--- src/rtl/spi_adc_ctrl.sv ---
// SPI master for a 2-channel 12-bit SAR ADC (MCP3202-class), SPI mode 0,0.
// One start request runs one single-ended conversion on the selected channel
// and returns the result on data_o with a one-cycle eoc_o pulse.
module spi_adc_ctrl #(
  parameter int CLK_DIV = 25,
  parameter int DATA_W  = 12
) (
  input  logic              clk_i,
  input  logic              rst_i,
  input  logic              st_i,
  input  logic              sel_i,
  input  logic              miso_i,
  output logic              sclk_o,
  output logic              mosi_o,
  output logic              cs_o,
  output logic [DATA_W-1:0] data_o,
  output logic              eoc_o,
  output logic              busy_o
);

  // Frame: 4 command edges, 1 null-bit edge, then DATA_W data edges.
  localparam int N      = 5 + DATA_W;
  localparam int DIV_W  = $clog2(2 * CLK_DIV);
  localparam int EDGE_W = $clog2(N + 1);

  localparam logic [DIV_W-1:0]  HALF_LAST  = DIV_W'(CLK_DIV - 1);
  localparam logic [DIV_W-1:0]  GUARD_LAST = DIV_W'(2 * CLK_DIV - 1);
  localparam logic [EDGE_W-1:0] EDGE_LAST  = EDGE_W'(N);
  localparam logic [EDGE_W-1:0] EDGE_NULL  = EDGE_W'(5);
  localparam logic [EDGE_W-1:0] EDGE_CMD   = EDGE_W'(4);
  localparam logic [EDGE_W-1:0] EDGE_ONE   = EDGE_W'(1);

  typedef enum logic [2:0] {
    S_IDLE  = 3'd0,
    S_SETUP = 3'd1,
    S_SHIFT = 3'd2,
    S_GUARD = 3'd3,
    S_DONE  = 3'd4
  } state_t;

  state_t              r_state;
  state_t              w_next;
  logic [DIV_W-1:0]    r_div;
  logic [EDGE_W-1:0]   r_edge;
  logic                r_sclk;
  logic                r_mosi;
  logic                r_sel;
  logic [DATA_W-1:0]   r_shift;
  logic [DATA_W-1:0]   r_data;
  logic                w_half_end;
  logic                w_guard_end;
  logic [3:0]          w_cmd;

  // Command word in transmit order: bit k goes out before rising edge k+1
  // (start, SGL/DIFF=single-ended, ODD/SIGN=channel, MSBF).
  assign w_cmd       = {1'b1, r_sel, 1'b1, 1'b1};
  assign w_half_end  = (r_div == HALF_LAST);
  assign w_guard_end = (r_div == GUARD_LAST);
  assign data_o      = r_data;

  // State register.
  always_ff @(posedge clk_i) begin
    if (!rst_i) r_state <= S_IDLE;
    else        r_state <= w_next;
  end

  // Next-state decode; unused encodings fall back to IDLE.
  always_comb begin
    w_next = r_state;
    case (r_state)
      S_IDLE:  if (st_i) w_next = S_SETUP;
      S_SETUP: if (w_half_end) w_next = S_SHIFT;
      S_SHIFT: if (w_half_end && !r_sclk && (r_edge == EDGE_LAST)) w_next = S_GUARD;
      S_GUARD: if (w_guard_end) w_next = S_DONE;
      S_DONE:  w_next = S_IDLE;
      default: w_next = S_IDLE;
    endcase
  end

  // Output decode; sclk/mosi are gated by state so any non-frame state
  // (including unused encodings) presents reset-like pin values.
  always_comb begin
    cs_o   = 1'b1;
    busy_o = 1'b0;
    eoc_o  = 1'b0;
    sclk_o = 1'b0;
    mosi_o = 1'b0;
    case (r_state)
      S_SETUP: begin
        cs_o   = 1'b0;
        busy_o = 1'b1;
        mosi_o = r_mosi;
      end
      S_SHIFT: begin
        cs_o   = 1'b0;
        busy_o = 1'b1;
        sclk_o = r_sclk;
        mosi_o = r_mosi;
      end
      S_GUARD: busy_o = 1'b1;
      S_DONE:  eoc_o  = 1'b1;
      default: ;
    endcase
  end

  // Timing counters, SCLK/MOSI generation, MISO capture and result register.
  // The result is loaded on the GUARD->DONE edge so data_o is already valid
  // in the eoc_o cycle.
  always_ff @(posedge clk_i) begin
    if (!rst_i) begin
      r_div   <= '0;
      r_edge  <= '0;
      r_sclk  <= 1'b0;
      r_mosi  <= 1'b0;
      r_sel   <= 1'b0;
      r_shift <= '0;
      r_data  <= '0;
    end else begin
      case (r_state)
        S_IDLE: begin
          r_div  <= '0;
          r_edge <= '0;
          r_sclk <= 1'b0;
          r_mosi <= st_i;
          if (st_i) r_sel <= sel_i;
        end
        S_SETUP: begin
          if (w_half_end) begin
            r_div  <= '0;
            r_sclk <= 1'b1;
            r_edge <= EDGE_ONE;
          end else begin
            r_div <= r_div + 1'b1;
          end
        end
        S_SHIFT: begin
          if (w_half_end) begin
            r_div <= '0;
            if (r_sclk) begin
              r_sclk <= 1'b0;
              r_mosi <= (r_edge < EDGE_CMD) ? w_cmd[r_edge[1:0]] : 1'b0;
            end else if (r_edge != EDGE_LAST) begin
              r_sclk <= 1'b1;
              r_edge <= r_edge + 1'b1;
              // Rising edges after the null bit carry data, MSB first.
              if (r_edge >= EDGE_NULL) r_shift <= {r_shift[DATA_W-2:0], miso_i};
            end
          end else begin
            r_div <= r_div + 1'b1;
          end
        end
        S_GUARD: begin
          r_sclk <= 1'b0;
          r_mosi <= 1'b0;
          if (w_guard_end) begin
            r_div  <= '0;
            r_data <= r_shift;
          end else begin
            r_div <= r_div + 1'b1;
          end
        end
        S_DONE: r_div <= '0;
        default: begin
          r_div  <= '0;
          r_edge <= '0;
          r_sclk <= 1'b0;
          r_mosi <= 1'b0;
        end
      endcase
    end
  end

endmodule

--- config.mk ---
export PLATFORM = sky130hd
export DESIGN_NAME = spi_adc_ctrl
export DESIGN_NICKNAME = d
export VERILOG_FILES = /design/src/rtl/spi_adc_ctrl.sv
export SDC_FILE = /design/constraint.sdc
export NUM_CORES = 1
export LEC_CHECK = 0
export CAP_MARGIN = 10
export CORE_MARGIN = 5
export CORE_UTILIZATION = 35
export DETAILED_ROUTE_END_ITERATION = 6
export DONT_BUFFER_PORTS = 1
export HOLD_SLACK_MARGIN = 0.06
export SETUP_SLACK_MARGIN = 0.02
export SYNTH_ARGS = -nofsm -noshare
export SYNTH_HDL_FRONTEND = slang
export SYNTH_SLANG_ARGS = --single-unit
export TNS_END_PERCENT = 100
--- constraint.sdc ---
create_clock -name clk_i -period 4.5 [get_ports clk_i]
set_clock_uncertainty 0.15 [all_clocks]
set_input_delay 0.675 -clock clk_i [delete_from_list [all_inputs] [get_ports clk_i]]
set_output_delay 0.675 -clock clk_i [all_outputs]
set_load 0.01 [all_outputs]
==> After elaboration in Yosys (flattened, before gate mapping) <==
Index checks and enable logic that the tools add are counted.
{ "totals": {"in_bits": 5, "memories": 0, "regBits": 41, "output_inout_bits": 17, "latch_bits": 0, "elab_cells": 77, "ram_bits": 0, "rom_bits": 0} }
{ "op_classes": {"bitwise": 4, "mux": 29, "n_reduce_logical": 15, "mul": 0, "n_eq_ne": 16, "add_sub_neg": 2, "div_mod_pow": 0, "n_shift": 0, "magnitude_cmp": 3} }
{ "ops": {"columns": ["op", "count"], "rows": [
  ["$mux W5", 4],
  ["$ne A2 B2 Y1 const B", 8],
  ["$pmux W5 S3", 1],
  ["$mux W1", 13],
  ["$mux W3", 4],
  ["$mux W6", 2],
  ["$pmux W3 S4", 1],
  ["$pmux W6 S2", 1],
  ["$reduce_and A5 Y1", 2],
  ["$add A6 B1 Y6 const B", 1],
  ["$eq A3 B2 Y1 const B", 2],
  ["$eq A6 B5 Y1 const B", 1],
  ["$eq A6 B6 Y1 const B", 1],
  ["$pmux W1 S3", 2],
  ["$reduce_and A3 Y1", 2],
  ["$reduce_or A2 Y1", 3],
  ["$add A5 B1 Y5 const B", 1],
  ["$eq A5 B5 Y1 const B", 1],
  ["$ge A5 B3 Y1 const B", 1],
  ["$lt A5 B3 Y1 const B", 1],
  ["$ne A5 B5 Y1 const B", 1],
  ["$not A1 Y1", 4],
  ["$reduce_and A2 Y1", 2],
  ["$reduce_and A4 Y1", 1],
  ["8 further kinds", 9]
]} }

==> Depth between registers and ports, before layout <==
{ "depth": {"depth_word": 6, "ltp_mapped": 8, "mapped_depth_nobuf": 7} }

==> Worst setup path after synthesis <==
Ideal clock, no wire load.
{ "synth_timing": {"kind": "reg-to-output", "startpoint": "reg r_state[0]", "endpoint": "out eoc_o", "path_buffers": 1, "stages_incl_launch_ff": 3, "required_time_ns": 3.675, "arrival_ns": 0.913, "path_slack_ns": 2.762, "cell_sequence": "dfxtp_1 buf_2 nor3_1"} }
{ "synth_between": {"elab_chain_len": 2} }
{ "synth_rtl": {"columns": ["element", "line_no", "rtl"], "rows": [
  ["from (decl)", "41", "state_t r_state;"],
  ["from (signal assigned)", "64", "else r_state <= w_next;"],
  ["$eq A3 B3 Y1", "88", "case (r_state)"],
  ["$mux W1", "88", null],
  ["to (decl)", "17", "output logic eoc_o,"]
]} }
No other way between the ends.

==> Worst setup path after layout <==
{ "layout_timing": {"startpoint": "reg r_state[0]", "endpoint": "out mosi_o"} }
{ "layout_between": {"elab_chain_len": 3, "elab_cells_between_ends": 4, "classes_between": "eq/ne: 2; mux: 1; reduce/logical: 1"} }
{ "layout_rtl": {"columns": ["element", "line_no", "rtl"], "rows": [
  ["$eq A3 B2 Y1 or $eq A3 B1 Y1 (tied branches)", "88", null],
  ["$reduce_or A2 Y1 (no source line) (*)", null, null],
  ["$mux W1 (*)", "88", null],
  ["to (decl)", "14", "output logic mosi_o,"]
]} }
Every way passes the cells marked *; elsewhere a longest branch is shown, timed or not.

==> reports/metrics.cfg <==
[global_route]
grt_usage_pct = 10.5
grt_pass1_wl_um = 6230
gr-total-overflow = 0
antenna_found_initial = 0
grt_pass1_vias = 1326
grt_max_degree = 36

[drt]
first_pass_iters = 4
wl_per_cell_um = 13.2
drc_errors = 0
first_iter_violations = 82
via_per_inst = 4.98
final_antenna_net_count = 0
routed_wl_um = 3660
vias = 1385

[cts]
postCtsSetupBuffers = 0
htreeDepth = 2
cts_hold_buf = 0
clock_latency_ns = 0.29
cts.repair.resized = 0
cts_buffers = 5
cts_root_buf = clkbuf_8
ctsLongestPathBuffers = 2
clock-sinks = 41
clk_pin_slew_worst_paths_ns = 0.08
cts_tree = yes

[placed_design]
placed_cells = 270
hpwl_um = 2590
gp_congestion = 0.818
port_buffers = 0

[floorplanning]
ios = 22
row_count = 27
die_w_um = 85.1
die-area_um2 = 7240
start_util_pct = 35.8
core_area_um2 = 5510
die_h_um = 85.1

[worst_setup_path]
crit_path_max_fanout = 13
crit_required_ns = 3.67
crit_arrival_ns = 1.60
path_cells = nand2b_1, a21o_1, nor2_1
cp-start-kind = flop
crit_type = flop to primary output
cp_slowest_stage_delay_ns = 0.62
cp_top_family = flip-flops
startpoint = r_state[0]
timing.rr.start = r_state[1]
critPathBufInv = 0
crit_slowest_cell = dfxtp_1
cp-end-kind = primary output

[synth]
syn_inst = 208
yosys-mux-area-fraction_pct = 13.2
yosysWarnings = 0
avgSynthCellArea_um2 = 9.49
synth-simple-area-share_pct = 27.5
synth-seq-cells = 41
yosysSeqAreaShare_pct = 41.6
synth_cell_types = 41
syn_area_um2 = 1970
synth_top_family_by_area = simple AND/OR/NAND/NOR gates
synthAdderAreaFrac_pct = 3.17
synth_xor_area_share_pct = 2.22
syn_nets = 218
synth-compound-area-share_pct = 7.80

[timing]
totalNegativeSetupSlack_ns = 0
finalSetupViolations = 0
timing.final.crit_period_ns = 2.42
hold_viol_final = 0
rsz0062_at_grt = no
worst_pin_slew_ns = 0.798
maxSlewHeadroom_pct = 46.7
slew_violations = 0
fmax_mhz = 412
finalCritPeriodShare_pct = 53.9

[min_path]
hp-class = flop to flop
worstHoldStart = r_edge[4]

[finish]
fill_cells = 563
nNetsFinal = 215
layoutNonFillerInstCount = 278
antennaDiodeCount = 0
multiInputGateArea_um2 = 1060
area_growth_pct = 7.42
layout-drive-gt1-share_pct = 7.28
ff_latch_area_um2 = 821

[pwr]
power_frac_clock_pct = 43.9
cellPowerDensity_nw_per_um2 = 332
irDropWorstVdd_v = 0.000139
p_comb_share_pct = 3.4
netSwitchingFraction_pct = 20.7
power.leakage_nw = 0.774
pwr-share-seq_pct = 52.7
power.switching_mw = 0.145
power.internal_mw = 0.558

[outcome]
status = finished, final reports clean

[flow_run]
maxCapViolCount = 0

==> per-stage QoR <==
stage	hold slack (ns)	util, %	power (mW)	cell area [um^2]	setup WS, ns
3_3_place_gp	0.318	36.3	0.403	2000	2.25
4_1_cts	0.347	38.5	0.715	2120	2.07
5_1_grt	0.346	38.5	0.737	2120	1.97
2_1_floorplan	0.295	-	0.401	1970	2.76
6_report	0.343	38.5	0.703	2120	2.08
3_5_place_dp	0.327	36.3	0.403	2000	2.22
==> worst register-to-register path, cell delays in order (launching register included) <==
cell,delay (ns)
dfxtp_1,0.61
and4bb_1,0.28
nand4_1,0.17
nor2_2,0.68
mux2i_1,0.26
nor2b_1,0.06
==> cell usage in the layout, fill, tap and decap left out, types with 4 or more instances in the layout <==
cell,Yosys,final
dfxtp_1,41,41
nor2b_1,29,29
mux2i_1,26,26
nor2_1,20,20
nand2_1,11,11
nand3_1,8,8
inv_1,6,6
clkbuf_8,0,6
nor3_1,5,5
ha_1,5,5
o21ai_0,4,4
==> worst paths after layout <==
kind	end	slack [ns]	depth (start not counted)
max	mosi_o	2.08	3
min	r_edge[4]	0.34	1
max reg2reg	data_o[0]	2.19	5
min reg2reg	r_edge[4]	0.34	1
==> power by group through the flow <==
stage	clock network (mW)	registers (mW)	logic, mW
2_1_floorplan	0	0.376	0.0245
3_3_place_gp	0	0.379	0.0239
3_5_place_dp	0	0.379	0.0242
4_1_cts	0.320	0.370	0.0243
5_1_grt	0.339	0.371	0.0272
6_report	0.309	0.370	0.0239
==> registers in the layout, summed over array words and instances (netlist names) <==
name	cells
r_shift	12
r_mosi	1
r_sclk	1
r_edge	5
r_div	6
data_o	12
r_state	3
r_sel	1
==> layout make-up <==
| type | instances | share of cell area, % |
|---|---|---|
| multi-input combinational | 150 | 50.1 |
| inverter | 7 | 1.24 |
| clock buffer | 6 | 3.90 |
| tap | 72 | 4.25 |
| sequential | 41 | 38.7 |
| clock inverter | 2 | 1.77 |
==> cells by family after synthesis <==
family | after synthesis
AND/OR/NAND/NOR | 92
flip-flops | 41
multiplexers | 26
AO/OA/AOI/OAI | 22
buffers and inverters | 17
XOR/XNOR | 5
adder cells (fa/ha/maj) | 5
==> cells in the mapped netlist (all sizes together) <==
master | instances | area (um^2)
inv | 7 | 26.3
nand4b | 1 | 8.76
or3b | 1 | 8.76
nand2b | 2 | 12.5
nand2 | 11 | 41.3
a21o | 3 | 30.0
a31o | 1 | 8.76
o31ai | 1 | 7.51
a2bb2oi | 1 | 8.76
xnor2 | 3 | 26.3
nor2 | 21 | 81.3
clkbuf | 3 | 11.3
nand4bb | 1 | 11.3
and3 | 3 | 18.8
and4bb | 2 | 25.0
a21oi | 3 | 15.0
a41oi | 1 | 8.76
buf | 7 | 52.5
nor3 | 5 | 25.0
nor3b | 2 | 15.0
a21boi | 1 | 7.51
mux2i | 26 | 260
nand3b | 2 | 15.0
nand4 | 3 | 33.8
ha | 5 | 62.6
nand3 | 8 | 40.0
dfxtp | 41 | 821
nor4b | 1 | 23.8
o21ai | 6 | 30.0
xor2 | 2 | 17.5
a31oi | 2 | 12.5
a211oi | 2 | 15.0
a32o | 1 | 10.0
nor2b | 29 | 181
==> routing by layer <==
metal  track usage (%)  routed length (um)  vias to the layer above
met2              16.3                1690                       26
met3              3.69                 196                        8
met5                 0                   0                        -
li1                  -                   -                      712
met4              6.19                  99                        0
met1              12.4                1680                      639
No activity file was read; power rests on OpenSTA's default activity.
